## src/rtl/eeprom_pkg.sv

```systemverilog
// eeprom_pkg: shared constants, state type and helpers for the I2C EEPROM
// write/read sequencer.
package eeprom_pkg;

  // Word-address width (array depth 2**ADDR_W).
  localparam int ADDR_W     = 8;
  // In-page offset width and resulting page size in bytes.
  localparam int PAGE_W     = 3;
  localparam int PAGE_BYTES = 2**PAGE_W;

  // Sequencer states.
  typedef enum logic [2:0] {
    IDLE,
    GET_ADDR,
    WR_DATA,
    COMMIT,
    TWR,
    RD_DATA
  } state_e;

  // Width of a down-counter that must hold values 0..twr_cycles.
  function automatic int twr_cnt_w(input int twr_cycles);
    return $clog2(twr_cycles + 1);
  endfunction

endpackage

```

## src/rtl/eeprom_addr_cnt.sv

```systemverilog
// eeprom_addr_cnt: the EEPROM word-address counter, kept as a {page, cnt} pair.
// Page writes advance only cnt (wrapping inside the page); sequential reads
// advance the whole address (wrapping at the top of the array).
module eeprom_addr_cnt #(
  parameter int ADDR_W = eeprom_pkg::ADDR_W,
  parameter int PAGE_W = eeprom_pkg::PAGE_W
) (
  input  logic              clk,
  input  logic              reset,
  input  logic              load,
  input  logic [ADDR_W-1:0] load_val,
  input  logic              inc_page,
  input  logic              inc_full,
  output logic [ADDR_W-1:0] addr
);
  import eeprom_pkg::*;

  logic [ADDR_W-PAGE_W-1:0] page_q, page_d;
  logic [PAGE_W-1:0]        cnt_q,  cnt_d;

  // Next address: load has priority, then whole-array increment, then in-page increment.
  always_comb begin
    // NOTE: every variable gets a default before any branch, so no path leaves it
    // unassigned and no latch is inferred.
    page_d = page_q;
    cnt_d  = cnt_q;
    if (load) begin
      {page_d, cnt_d} = load_val;
    end else if (inc_full) begin
      {page_d, cnt_d} = {page_q, cnt_q} + ADDR_W'(1);
    end else if (inc_page) begin
      cnt_d = cnt_q + PAGE_W'(1);
    end
  end

  // Address register with synchronous reset to word 0.
  always_ff @(posedge clk) begin
    // NOTE: sequential state uses non-blocking assignments so every flop samples
    // the pre-edge values regardless of block ordering.
    if (reset) begin
      page_q <= '0;
      cnt_q  <= '0;
    end else begin
      page_q <= page_d;
      cnt_q  <= cnt_d;
    end
  end

  assign addr = {page_q, cnt_q};

endmodule

```

## src/rtl/eeprom_wr_ctrl.sv

```systemverilog
// eeprom_wr_ctrl: write/read sequencer between the I2C byte engine and the
// 256x8 EEPROM array. Buffers one page of write data, commits it after STOP
// in ascending offset order, holds off the bus for the write-cycle time, and
// serves current-address / sequential reads.
module eeprom_wr_ctrl #(
  parameter int ADDR_W     = eeprom_pkg::ADDR_W,
  parameter int PAGE_W     = eeprom_pkg::PAGE_W,
  parameter int TWR_CYCLES = 1000
) (
  input  logic              clk,
  input  logic              reset,
  input  logic              txn_start,
  input  logic              txn_rw,
  input  logic              txn_stop,
  input  logic              wr_byte_valid,
  input  logic [7:0]        wr_byte,
  input  logic              rd_byte_req,
  output logic [7:0]        rd_byte,
  output logic              rd_byte_valid,
  output logic              busy,
  output logic [ADDR_W-1:0] mem_addr,
  output logic              mem_we,
  output logic [7:0]        mem_wdata,
  output logic              mem_re,
  input  logic [7:0]        mem_rdata
);
  import eeprom_pkg::*;

  localparam int BUF_DEPTH = 2**PAGE_W;
  localparam int TWR_CW    = twr_cnt_w(TWR_CYCLES);
  localparam logic [TWR_CW-1:0] TWR_LOAD = TWR_CW'(TWR_CYCLES - 1);

  // Lowest set bit of a byte-valid mask; commits go out in ascending offset order.
  function automatic logic [PAGE_W-1:0] first_set(input logic [BUF_DEPTH-1:0] mask);
    logic [PAGE_W-1:0] idx;
    idx = '0;
    for (int i = BUF_DEPTH - 1; i >= 0; i--) begin
      if (mask[i]) idx = PAGE_W'(i);
    end
    return idx;
  endfunction

  // A START (or repeated START) picks the next state from the R/W bit alone.
  function automatic state_e start_target(input logic rw);
    return rw ? RD_DATA : GET_ADDR;
  endfunction

  state_e                state_q, state_d;
  logic [BUF_DEPTH-1:0]  vmask_q, vmask_d;
  logic [7:0]            pbuf_q [BUF_DEPTH];
  logic [7:0]            pbuf_d [BUF_DEPTH];
  logic [TWR_CW-1:0]     twr_cnt_q, twr_cnt_d;

  logic                  mem_we_q, mem_we_d;
  logic                  mem_re_q, mem_re_d;
  logic [ADDR_W-1:0]     mem_addr_q, mem_addr_d;
  logic [7:0]            mem_wdata_q, mem_wdata_d;
  logic                  rd_byte_valid_q, rd_byte_valid_d;
  logic                  busy_q, busy_d;

  logic                  ac_load;
  logic                  ac_inc_page;
  logic                  ac_inc_full;
  logic [ADDR_W-1:0]     ac_addr;
  logic [ADDR_W-PAGE_W-1:0] ac_page;
  logic [PAGE_W-1:0]     ac_cnt;

  logic                  do_issue;
  logic [PAGE_W-1:0]     issue_idx;

  assign ac_page = ac_addr[ADDR_W-1:PAGE_W];
  assign ac_cnt  = ac_addr[PAGE_W-1:0];

  // A read issued last cycle moves the address on as its data comes back.
  assign ac_inc_full = mem_re_q;

  eeprom_addr_cnt #(
    .ADDR_W (ADDR_W),
    .PAGE_W (PAGE_W)
  ) u_addr_cnt (
    .clk      (clk),
    .reset    (reset),
    .load     (ac_load),
    .load_val (wr_byte),
    .inc_page (ac_inc_page),
    .inc_full (ac_inc_full),
    .addr     (ac_addr)
  );

  // Next-state, buffer and registered-output computation for the sequencer.
  always_comb begin
    state_d         = state_q;
    vmask_d         = vmask_q;
    pbuf_d          = pbuf_q;
    twr_cnt_d       = twr_cnt_q;
    mem_we_d        = 1'b0;
    mem_re_d        = 1'b0;
    mem_addr_d      = '0;
    mem_wdata_d     = '0;
    rd_byte_valid_d = mem_re_q;
    ac_load         = 1'b0;
    ac_inc_page     = 1'b0;
    do_issue        = 1'b0;
    issue_idx       = '0;

    unique case (state_q)
      IDLE: begin
        if (txn_start) state_d = start_target(txn_rw);
      end

      GET_ADDR: begin
        if (txn_start) begin
          state_d = start_target(txn_rw);
        end else begin
          if (wr_byte_valid) begin
            ac_load = 1'b1;
            state_d = WR_DATA;
          end
          if (txn_stop) state_d = IDLE;
        end
      end

      WR_DATA: begin
        if (txn_start) begin
          // Repeated START abandons the page: nothing buffered is committed.
          vmask_d = '0;
          state_d = start_target(txn_rw);
        end else begin
          if (wr_byte_valid) begin
            pbuf_d[ac_cnt]  = wr_byte;
            vmask_d[ac_cnt] = 1'b1;
            ac_inc_page     = 1'b1;
          end
          if (txn_stop) begin
            // A byte arriving with STOP is already folded into vmask_d/pbuf_d,
            // so the first commit write can leave on the next edge.
            if (vmask_d != '0) begin
              state_d  = COMMIT;
              do_issue = 1'b1;
            end else begin
              state_d = IDLE;
            end
          end
        end
      end

      COMMIT: begin
        if (vmask_q != '0) begin
          do_issue = 1'b1;
        end else begin
          state_d   = TWR;
          twr_cnt_d = TWR_LOAD;
        end
      end

      TWR: begin
        vmask_d = '0;
        if (twr_cnt_q == '0) begin
          state_d = IDLE;
        end else begin
          twr_cnt_d = twr_cnt_q - TWR_CW'(1);
        end
      end

      RD_DATA: begin
        if (txn_start) begin
          state_d = start_target(txn_rw);
        end else if (txn_stop) begin
          state_d = IDLE;
        end else if (rd_byte_req && !mem_re_q) begin
          mem_re_d   = 1'b1;
          mem_addr_d = ac_addr;
        end
      end

      default: state_d = IDLE;
    endcase

    // One page-buffer entry per cycle goes to the array, lowest offset first.
    if (do_issue) begin
      issue_idx          = first_set(vmask_d);
      mem_we_d           = 1'b1;
      mem_addr_d         = {ac_page, issue_idx};
      mem_wdata_d        = pbuf_d[issue_idx];
      vmask_d[issue_idx] = 1'b0;
    end

    busy_d = (state_d == COMMIT) || (state_d == TWR);
  end

  // Sequencer state and all output registers, synchronous reset.
  always_ff @(posedge clk) begin
    if (reset) begin
      state_q         <= IDLE;
      vmask_q         <= '0;
      twr_cnt_q       <= '0;
      mem_we_q        <= 1'b0;
      mem_re_q        <= 1'b0;
      mem_addr_q      <= '0;
      mem_wdata_q     <= '0;
      rd_byte_valid_q <= 1'b0;
      busy_q          <= 1'b0;
    end else begin
      state_q         <= state_d;
      vmask_q         <= vmask_d;
      twr_cnt_q       <= twr_cnt_d;
      mem_we_q        <= mem_we_d;
      mem_re_q        <= mem_re_d;
      mem_addr_q      <= mem_addr_d;
      mem_wdata_q     <= mem_wdata_d;
      rd_byte_valid_q <= rd_byte_valid_d;
      busy_q          <= busy_d;
    end
  end

  // Page buffer storage.
  always_ff @(posedge clk) begin
    // NOTE: the page buffer is deliberately not reset; vmask marks which entries
    // are meaningful, so stale contents are never committed.
    pbuf_q <= pbuf_d;
  end

  assign mem_we        = mem_we_q;
  assign mem_re        = mem_re_q;
  assign mem_addr      = mem_addr_q;
  assign mem_wdata     = mem_wdata_q;
  assign rd_byte_valid = rd_byte_valid_q;
  assign busy          = busy_q;
  // mem_rdata comes straight from the array's output register; it is only
  // forwarded while the matching valid pulse is high.
  assign rd_byte       = rd_byte_valid_q ? mem_rdata : 8'h00;

endmodule

```

## config.mk

```make
export PLATFORM = sky130hd
export DESIGN_NAME = eeprom_wr_ctrl
export DESIGN_NICKNAME = d
export VERILOG_FILES = /design/src/rtl/eeprom_pkg.sv /design/src/rtl/eeprom_addr_cnt.sv /design/src/rtl/eeprom_wr_ctrl.sv
export SDC_FILE = /design/constraint.sdc
export NUM_CORES = 1
export LEC_CHECK = 0
export CORE_MARGIN = 5
export CORE_UTILIZATION = 40
export CTS_BUF_LIST = sky130_fd_sc_hd__clkbuf_4
export DETAILED_ROUTE_END_ITERATION = 8
export GPL_TIMING_DRIVEN = 1
export SYNTH_ARGS = -nofsm -noshare
export SYNTH_HDL_FRONTEND = slang
export SYNTH_SLANG_ARGS = --single-unit
export TNS_END_PERCENT = 50
```

## constraint.sdc

```tcl
create_clock -name clk -period 3.1 [get_ports clk]
set_clock_uncertainty 0.05 [all_clocks]
set_input_delay 0.62 -clock clk [delete_from_list [all_inputs] [get_ports clk]]
set_output_delay 0.62 -clock clk [all_outputs]
set_load 0.01 [all_outputs]
```

# --- Yosys cells after proc, flatten, opt, wreduce, memory -nomap -nowiden ---
# Index checks and enable logic that the tools add are counted.
totals:
  out_inout_bits: 28
  elab_cells: 127
  ff_bits: 113
  in_bits: 23
op_classes:
  bitwise_logic: 7
  muxes: 66
  reduce_logical: 16
  n_addsub: 3
  n_eq_ne: 9
  order_cmp: 7
ops:
  columns: ["op", "count"]
  rows:
  - ["two-way mux 64 bit", 3]
  - ["two-way mux 8 bit", 14]
  - ["two-way mux 3 bit", 23]
  - ["bitwise mux 64 bit", 1]
  - ["binary-select mux 8 bit (select 3 bit)", 1]
  - ["demux 8 bit (select 3 bit)", 1]
  - ["two-way mux 10 bit", 2]
  - ["one-hot mux 10 bit (2 select lines)", 1]
  - ["one-hot mux 3 bit (6 select lines)", 1]
  - ["one-hot mux 8 bit (2 select lines)", 1]
  - ["nonzero test 8 bit", 2]
  - ["two-way mux 1 bit", 12]
  - ["logical NOT 10 bit", 1]
  - ["two-way mux 5 bit", 2]
  - ["subtractor 10 x 1 -> 10 bit, second input constant", 1]
  - ["equality test 3 x 2 -> 1 bit, second input constant", 3]
  - ["equality test 3 bit, second input constant", 3]
  - ["adder 8 x 1 -> 8 bit, second input constant", 1]
  - ["bitwise AND 8 bit", 1]
  - [">= comparator 4 bit, second input constant", 2]
  - ["< comparator 3 x 4 -> 1 bit, second input constant", 2]
  - ["inverter 3 -> 4 bit", 2]
  - ["inverter 8 bit", 1]
  - ["bitwise OR 8 bit", 1]
  - ["18 further kinds", 26]

# --- Logic depth before layout (Yosys ltp) ---
# Gate-level depths: netlist of run 1.
depth:
  word_depth: 26
  depth_mapped: 12
  ltp_nobuf: 9

# --- Cells and area by module ---
# A second synthesis of run 1 with hierarchy kept.
hier_totals:
  cells_unflattened: 505
  area_unflattened_um2: 5123.7
modules_own_cells:
  columns: ["mod", "n_inst", "area_each_um2", "cells_per_inst", "seq_area_each_um2"]
  rows:
  - ["eeprom_wr_ctrl", 1, 4662.0, 451, 2102.0]
  - ["eeprom_addr_cnt", 1, 461.7, 54, 160.2]

# --- Worst setup path after synthesis of run 1 ---
# No wires, ideal clock.
synth_timing:
  path_type: "in2reg"
  from: "input port txn_start"
  to: "register mem_wdata_q[6] (netlist: mem_wdata[6])"
  stages: 8
  path_slack_ns: 0.295
  n_path_buf: 0
  t_arrival_ns: 2.635
  required_time_ns: 2.930
  setup_time_ns: 0.120
  cell_sequence: "and4bb_2 > or3b_2 > o221ai_1 > nand2_1 > nand2_4 > mux2_4 > a221o_1 > o31a_1"
synth_between:
  elab_chain_len: 15
  elab_cells_between_ends: 21
  cone_classes: "mux: 18; bitwise: 2; reduce/logical: 1"
synth_lines:
  columns: ["item", "line_no", "source"]
  rows:
  - ["from (decl)", "eeprom_wr_ctrl.sv:12", "input logic txn_start,"]
  - ["two-way mux 8 bit", "eeprom_wr_ctrl.sv:124", "if (txn_start) begin"]
  - ["one-hot mux 8 bit (2 select lines)", "eeprom_wr_ctrl.sv:106", "unique case (state_q)"]
  - ["two-way mux 3 bit (8 in series)", "eeprom_wr_ctrl.sv:38", "if (mask[i]) idx = PAGE_W'(i);"]
  - ["two-way mux 3 bit", "eeprom_wr_ctrl.sv:180", "if (do_issue) begin"]
  - ["inverter 3 -> 4 bit (implied by the code)", "eeprom_wr_ctrl.sv:184", "mem_wdata_d = pbuf_d[issue_idx];"]
  - ["binary-select mux 8 bit (select 3 bit)", "eeprom_wr_ctrl.sv:184", null]
  - ["two-way mux 8 bit (implied by the code) (2 in series)", "eeprom_wr_ctrl.sv:184", null]
  - ["to (signal assigned)", "eeprom_wr_ctrl.sv:210", "mem_wdata_q <= mem_wdata_d;"]
  - ["to (decl)", "eeprom_wr_ctrl.sv:57", "logic [7:0] mem_wdata_q, mem_wdata_d;"]
# Parallel ways exist; a longest one is shown, timed or not. The select of a mux whose other input is x is not followed.
# A chain may end at the register's enable or synchronous reset.

# --- Final worst setup path of run 1 ---
layout_timing:
  from: "input port txn_start"
  to: "register mem_wdata_q[7] (netlist: mem_wdata[7])"
# The elaborated chain is that of the path after synthesis.

==> impl_metrics.json, run 1 <==
{
  "fin_crit_sh_pct": 93.2,
  "syn_inst": 486,
  "rsz0062_at_grt": "false",
  "power_density_mw_per_mm2": 454,
  "die_x_um": 121,
  "hold_end": "pbuf_q[33]$_DFF_P_",
  "drive_gt1_share_pct": 28.6,
  "slew_viol_final": 0,
  "grt_first_pass_wirelength_mm": 20.1,
  "ys_warn_count": 0,
  "reg2reg_to": "mem_wdata[7]$_SDFF_PP0_",
  "root_buffer": "clkbuf_4",
  "syn_avg_cell_area_um2": 10.2,
  "fillers": 1104,
  "io_pins": 51,
  "core_mm2": 0.0121,
  "numPortBuffers": 50,
  "grt-ovfl-total": 0,
  "synth_area_mm2": 0.00495,
  "cts_buffers": 17,
  "slew-limit-headroom_pct": 50.3,
  "area_delta_synth_final_pct": 26.9,
  "ir_drop_v": 0.000300,
  "die_area_mm2": 0.0147,
  "synthArstFlopShare_pct": 0,
  "rrSetupSlack_ns": 0.29,
  "wl_mm": 12.2,
  "worstHoldPathType": "register to register",
  "end_kind": "register",
  "viasPerCell": 5.25,
  "yosys.cell_types.count": 61,
  "multiInputGateArea_mm2": 0.00257,
  "seq_area_frac_synth_pct": 45.7,
  "reg2reg_depth": 9,
  "final_util_pct": 52.0,
  "clkLatencyLatePin_ns": 0.50,
  "hold-worst-slack_ns": 0.429,
  "drtPass1Iterations": 5,
  "cts_tree": "built",
  "r2r-start": "state_q[0]$_SDFF_PP0_",
  "drt-initial-drc-count": 178,
  "die_h_um": 121,
  "clkSlewWorstSetupHoldPaths_ns": 0.11,
  "cts_sinks": 113,
  "synth_ff_type": "dfxtp_1",
  "nNetsFinal": 606,
  "crit_arrival_ns": 3.23,
  "leakagePower_nw": 2.40,
  "place_hpwl_mm": 9.18,
  "holdPathStages": 1,
  "grt_antenna_before_repair": 0,
  "post_cts_buffers": 0,
  "start_util_pct": 41.0,
  "register_area_mm2": 0.00226,
  "cap_violations": 0,
  "clockBufferDepth": 2,
  "htreeDepth": 4,
  "period_needed_ns": 2.89,
  "cts_resized": 0,
  "critPathKind": "input pin to register",
  "hold_viol": 0,
  "syn-num-nets": 511,
  "setup_violations": 0,
  "hp-start": "pbuf_q[33]$_DFF_P_",
  "ctsHoldBuffers": 0,
  "ys_seq_elements": 113,
  "max_slew.worst_pin.slew_ns": 0.740,
  "vias": 3997,
  "grt_max_degree": 37,
  "grt_usage_pct": 17.5,
  "cp.required_ns": 3.44,
  "wire_per_inst_um": 16.0,
  "fp-row-count": 40,
  "drcViolationCount": 0,
  "grt_pass1_vias": 3995,
  "place_congestion": 0.851,
  "postRouteAntennaNets": 0,
  "diodes": 0,
  "crit_fanout": 6,
  "startpoint_type": "input pin",
  "fmax_mhz": 346,
  "synth-edff-count": 0,
  "status": "complete, no violations"
}
-- worst max-delay path, stage by stage --
cell and delay (ns):
clkdlybuf4s50_1 0.43, and4bb_2 0.28, or3b_2 0.46, o221ai_1 0.23, nand2_1 0.15, nand2_4 0.12, buf_4 0.16, mux2_2 0.34
a221oi_1 0.29, a31oi_1 0.14
-- cell type report --
| cell class | instances | area share (%) |
|---|---|---|
| multi-input combinational | 344 | 40.9 |
| sequential | 113 | 36.0 |
| timing repair buffer | 98 | 14.5 |
| tap | 168 | 3.35 |
| clock inverter | 14 | 2.63 |
| clock buffer | 18 | 2.15 |
| inverter | 7 | 0.419 |
-- power by group --
| part | leakage [nW] | switching [mW] | internal (mW) | total (mW) |
|---|---|---|---|---|
| Sequential | 0.913 | 0.0242 | 1.48 | 1.51 |
| Clock | 0.153 | 0.572 | 0.565 | 1.14 |
| Combinational | 1.33 | 0.103 | 0.102 | 0.204 |
-- stage by stage --
stage	instance area [um2]	instances	setup TNS, ns	worst slack (ns)	power (mW)
after detailed placement	5980	730	-2.05	-0.301	1.75
final	6280	762	0	0.211	2.85
after global routing	6280	762	0	0.141	2.99
after floorplan	4950	486	0	0.295	1.65
after global placement	5980	730	-1.79	-0.263	1.74
after CTS	6280	762	0	0.264	2.89
-- state kept, by name, indices dropped and copies added, names as in the netlist, 3 cells and up --
signal,flops
u_addr_cnt.cnt_q,3
mem_wdata,8
state_q,3
twr_cnt_q,10
mem_addr,8
u_addr_cnt.page_q,5
vmask_q,8
pbuf_q,64
-- Yosys cell counts, types with 7 or more instances --
cell type | n | area (um2)
inv_1 | 7 | 26.3
buf_2 | 7 | 35.0
a221oi_1 | 11 | 96.3
a21oi_1 | 20 | 100
xnor2_1 | 8 | 70.1
o21ai_0 | 7 | 35.0
nor3b_1 | 9 | 67.6
nor2b_1 | 13 | 81.3
and2_1 | 15 | 93.8
nor2_1 | 32 | 120
nor3_1 | 10 | 50.1
nand3_1 | 16 | 80.1
dfxtp_1 | 113 | 2260
clkbuf_1 | 13 | 48.8
xor2_1 | 7 | 61.3
o21a_1 | 9 | 67.6
nand2_1 | 26 | 97.6
a211oi_1 | 13 | 97.6
a31oi_1 | 15 | 93.8
mux2_2 | 71 | 800
-- cell usage in the layout, fill, tap and decap left out, types with 3 or more instances in the layout --
master	instances
or2_2	3
bufinv_16	3
a31oi_1	15
nand2_1	26
nand2b_1	5
nand4_1	3
clkdlybuf4s50_1	50
buf_4	44
inv_1	7
mux2_2	71
xor2_1	7
clkinv_4	3
nor3b_1	9
a21oi_1	20
o31a_1	3
xnor2_1	8
nand3_1	16
nor3_1	10
nor2_1	32
o21ai_0	7
clkinvlp_4	3
a211oi_1	13
and3_1	4
a221oi_1	11
o21a_1	9
and2_1	15
buf_12	4
dfxtp_1	113
nor2b_1	13
clkbuf_4	18
-- routing by layer --
layer	global-route usage, %	vias to the layer above	part of all wire (%)	wire (um)
met1	21.2	1933	46	5630
li1	-	1973	-	-
met2	29.7	79	49	6010
met3	5.17	12	3.5	432
met4	5.67	0	1.2	145
met5	0	-	0	0
-- kinds of logic after synthesis --
group	share of synthesized area, %
buffers and inverters	2.38
XOR/XNOR	2.66
flip-flops	45.7
adder cells (fa/ha/maj)	0.506
multiplexers	16.7
AO/OA/AOI/OAI	13.3
AND/OR/NAND/NOR	18.7
-- worst max path at each step --
stage                                from                      end  slack, ns  cells past startpoint
floorplan                       txn_start  mem_wdata[6]$_SDFF_PP0_       0.29                      8
global placement                txn_start  mem_wdata[2]$_SDFF_PP0_      -0.26                     11
detailed placement              txn_start  mem_wdata[7]$_SDFF_PP0_      -0.30                     10
CTS                             txn_start  mem_wdata[7]$_SDFF_PP0_       0.26                     10
global route        state_q[0]$_SDFF_PP0_  mem_wdata[0]$_SDFF_PP0_       0.14                      9
finish                          txn_start  mem_wdata[7]$_SDFF_PP0_       0.21                     10
Note: power is estimated with default switching activity, not from simulation.
==> inputs of run 2 (changes only) <==
--- a/config.mk
+++ b/config.mk
@@ -10,6 +10,7 @@
 export CTS_BUF_LIST = sky130_fd_sc_hd__clkbuf_4
 export DETAILED_ROUTE_END_ITERATION = 8
 export GPL_TIMING_DRIVEN = 1
+export REMOVE_ABC_BUFFERS = 1
 export SYNTH_ARGS = -nofsm -noshare
 export SYNTH_HDL_FRONTEND = slang
 export SYNTH_SLANG_ARGS = --single-unit
==> run 2 against run 1 <==
- cell area about the same
- register-to-register slack improved by 0.04 ns
- critical path depth decreased by 1
- core utilization about the same
- highest routed layer unchanged
- sequential share of layout area about the same
- largest power group unchanged
- count of clock-buffer cells in the layout increased by 1
==> impl_metrics.json, run 2 (synthesis gave the netlist of run 1 again) <==
{
  "grt_max_degree": 32,
  "core_mm2": 0.0121,
  "layout_commonest_cell": "dfxtp_1",
  "start_util_pct": 41.0,
  "layout_common_cells": "113 x dfxtp_1, 71 x mux2_2, 55 x buf_4",
  "critical-path-max-stage-delay_ns": 0.47,
  "clkLatencyLatePin_ns": 0.52,
  "status": "complete, no violations",
  "ctsHoldBuffers": 0,
  "wl_mm": 13.2,
  "cts_tree": "built",
  "reg_top3": "pbuf_q: 64 flops, twr_cnt_q: 10 flops",
  "rsz0062_at_grt": "false",
  "post_cts_buffers": 0,
  "slowest_stage": "or3b_2",
  "power_density_mw_per_mm2": 439,
  "crit_arrival_ns": 3.20,
  "drt-initial-drc-count": 161,
  "root_buffer": "clkbuf_4",
  "period_needed_ns": 2.82,
  "setup_violations": 0,
  "ir_drop_v": 0.000251,
  "fp-row-count": 40,
  "hold_viol": 0,
  "crit_fanout": 4,
  "area_delta_synth_final_pct": 26.9,
  "fillers": 1139,
  "fin_crit_sh_pct": 91.1,
  "path_cells": "clkdlybuf4s50_1, and4bb_2, or3b_2, o221ai_1, nand2_1, nand2_4, mux2_4, a221o_1, o31a_1",
  "drive_gt1_share_pct": 29.4,
  "grt-ovfl-total": 0,
  "cts_buffers": 17,
  "largest_register_ff_count": 64,
  "slew-limit-headroom_pct": 62.9,
  "viasPerCell": 5.22,
  "max_slew.worst_pin.slew_ns": 0.556,
  "max_flop_register": "pbuf_q",
  "multiInputGateArea_mm2": 0.00257,
  "drcViolationCount": 0,
  "place_inst": 739,
  "worstHoldPathType": "register to register",
  "startpoint_type": "input pin",
  "critPathKind": "input pin to register",
  "place_hpwl_mm": 9.63,
  "grt_usage_pct": 18.5,
  "die_x_um": 121,
  "slew_viol_final": 0,
  "place_congestion": 0.907,
  "drtPass1Iterations": 4,
  "nNetsFinal": 615,
  "postRouteAntennaNets": 0,
  "end_kind": "register",
  "io_pins": 51,
  "numPortBuffers": 50,
  "vias": 4016,
  "cts_sinks": 113,
  "htreeDepth": 4,
  "grt_first_pass_wirelength_mm": 21.2,
  "instances_no_fill": 770,
  "diodes": 0,
  "grt_pass1_vias": 4178,
  "hold-worst-slack_ns": 0.427,
  "cap_violations": 0,
  "register_area_mm2": 0.00226,
  "die_h_um": 121,
  "leakagePower_nw": 2.44,
  "fmax_mhz": 354,
  "die_area_mm2": 0.0147,
  "cp.required_ns": 3.47,
  "clkSlewWorstSetupHoldPaths_ns": 0.11,
  "grt_antenna_before_repair": 0,
  "clockBufferDepth": 2,
  "wire_per_inst_um": 17.1,
  "cts_resized": 0
}
-- run 2: cell types whose count changed in the layout (fill, tap and decap cells not counted), sizes merged --
cell | previous run | this run
clkinvlp | 3 | 1
clkinv | 7 | 8
clkbuf | 18 | 19
bufinv | 3 | 2
buf | 48 | 57
-- run 2: area by class of cell --
class                           instances  share of cell area (%)
Multi-Input combinational cell        344                    40.9
Inverter                                7                   0.419
Tap cell                              168                    3.35
Timing Repair Buffer                  107                    15.2
Clock buffer                           19                    2.27
Sequential cell                       113                    36.0
Clock inverter                         12                    1.85
-- run 2: final timing paths --
path	startpoint	end	slack (ns)	depth (start not counted)
setup / recovery	txn_start	mem_wdata[6]$_SDFF_PP0_	0.28	9
hold / removal	pbuf_q[53]$_DFF_P_	pbuf_q[53]$_DFF_P_	0.43	1
setup reg to reg	state_q[2]$_SDFF_PP0_	mem_wdata[6]$_SDFF_PP0_	0.33	8
hold reg to reg	pbuf_q[53]$_DFF_P_	pbuf_q[53]$_DFF_P_	0.43	1
-- run 2: worst max-delay path: cells and delay by family --
kind | cells | cell delay [ns]
simple gates | 4 | 1.02
compound gates | 3 | 0.83
buf+inv | 1 | 0.44
mux | 1 | 0.29
-- run 2: metrics by stage --
step                TNS, ns  setup slack, ns  cell area, um2  power, mW  utilization (%)
floorplan                 0            0.276            4850       1.64                -
global placement      -1.69           -0.227            6020       1.74             49.9
detailed placement    -1.87           -0.245            6020       1.75             49.9
CTS                       0            0.320            6280       2.77             52.0
global route              0           0.0616            6280       2.87             52.0
finish                    0            0.276            6280       2.76             52.0
-- run 2: where the power goes --
part,internal [mW],switching [mW]
registers,1.48,0.0245
logic,0.102,0.104
clock network,0.481,0.559
total,2.07,0.687
-- run 2: layer usage --
layer / vias up / track usage, % / share of wire [%]
met5: - / 0 / 0
met4: 0 / 6.58 / 1.6
met3: 15 / 4.90 / 4.5
met2: 80 / 32.1 / 49
met1: 1938 / 22.2 / 44
li1: 1983 / - / -
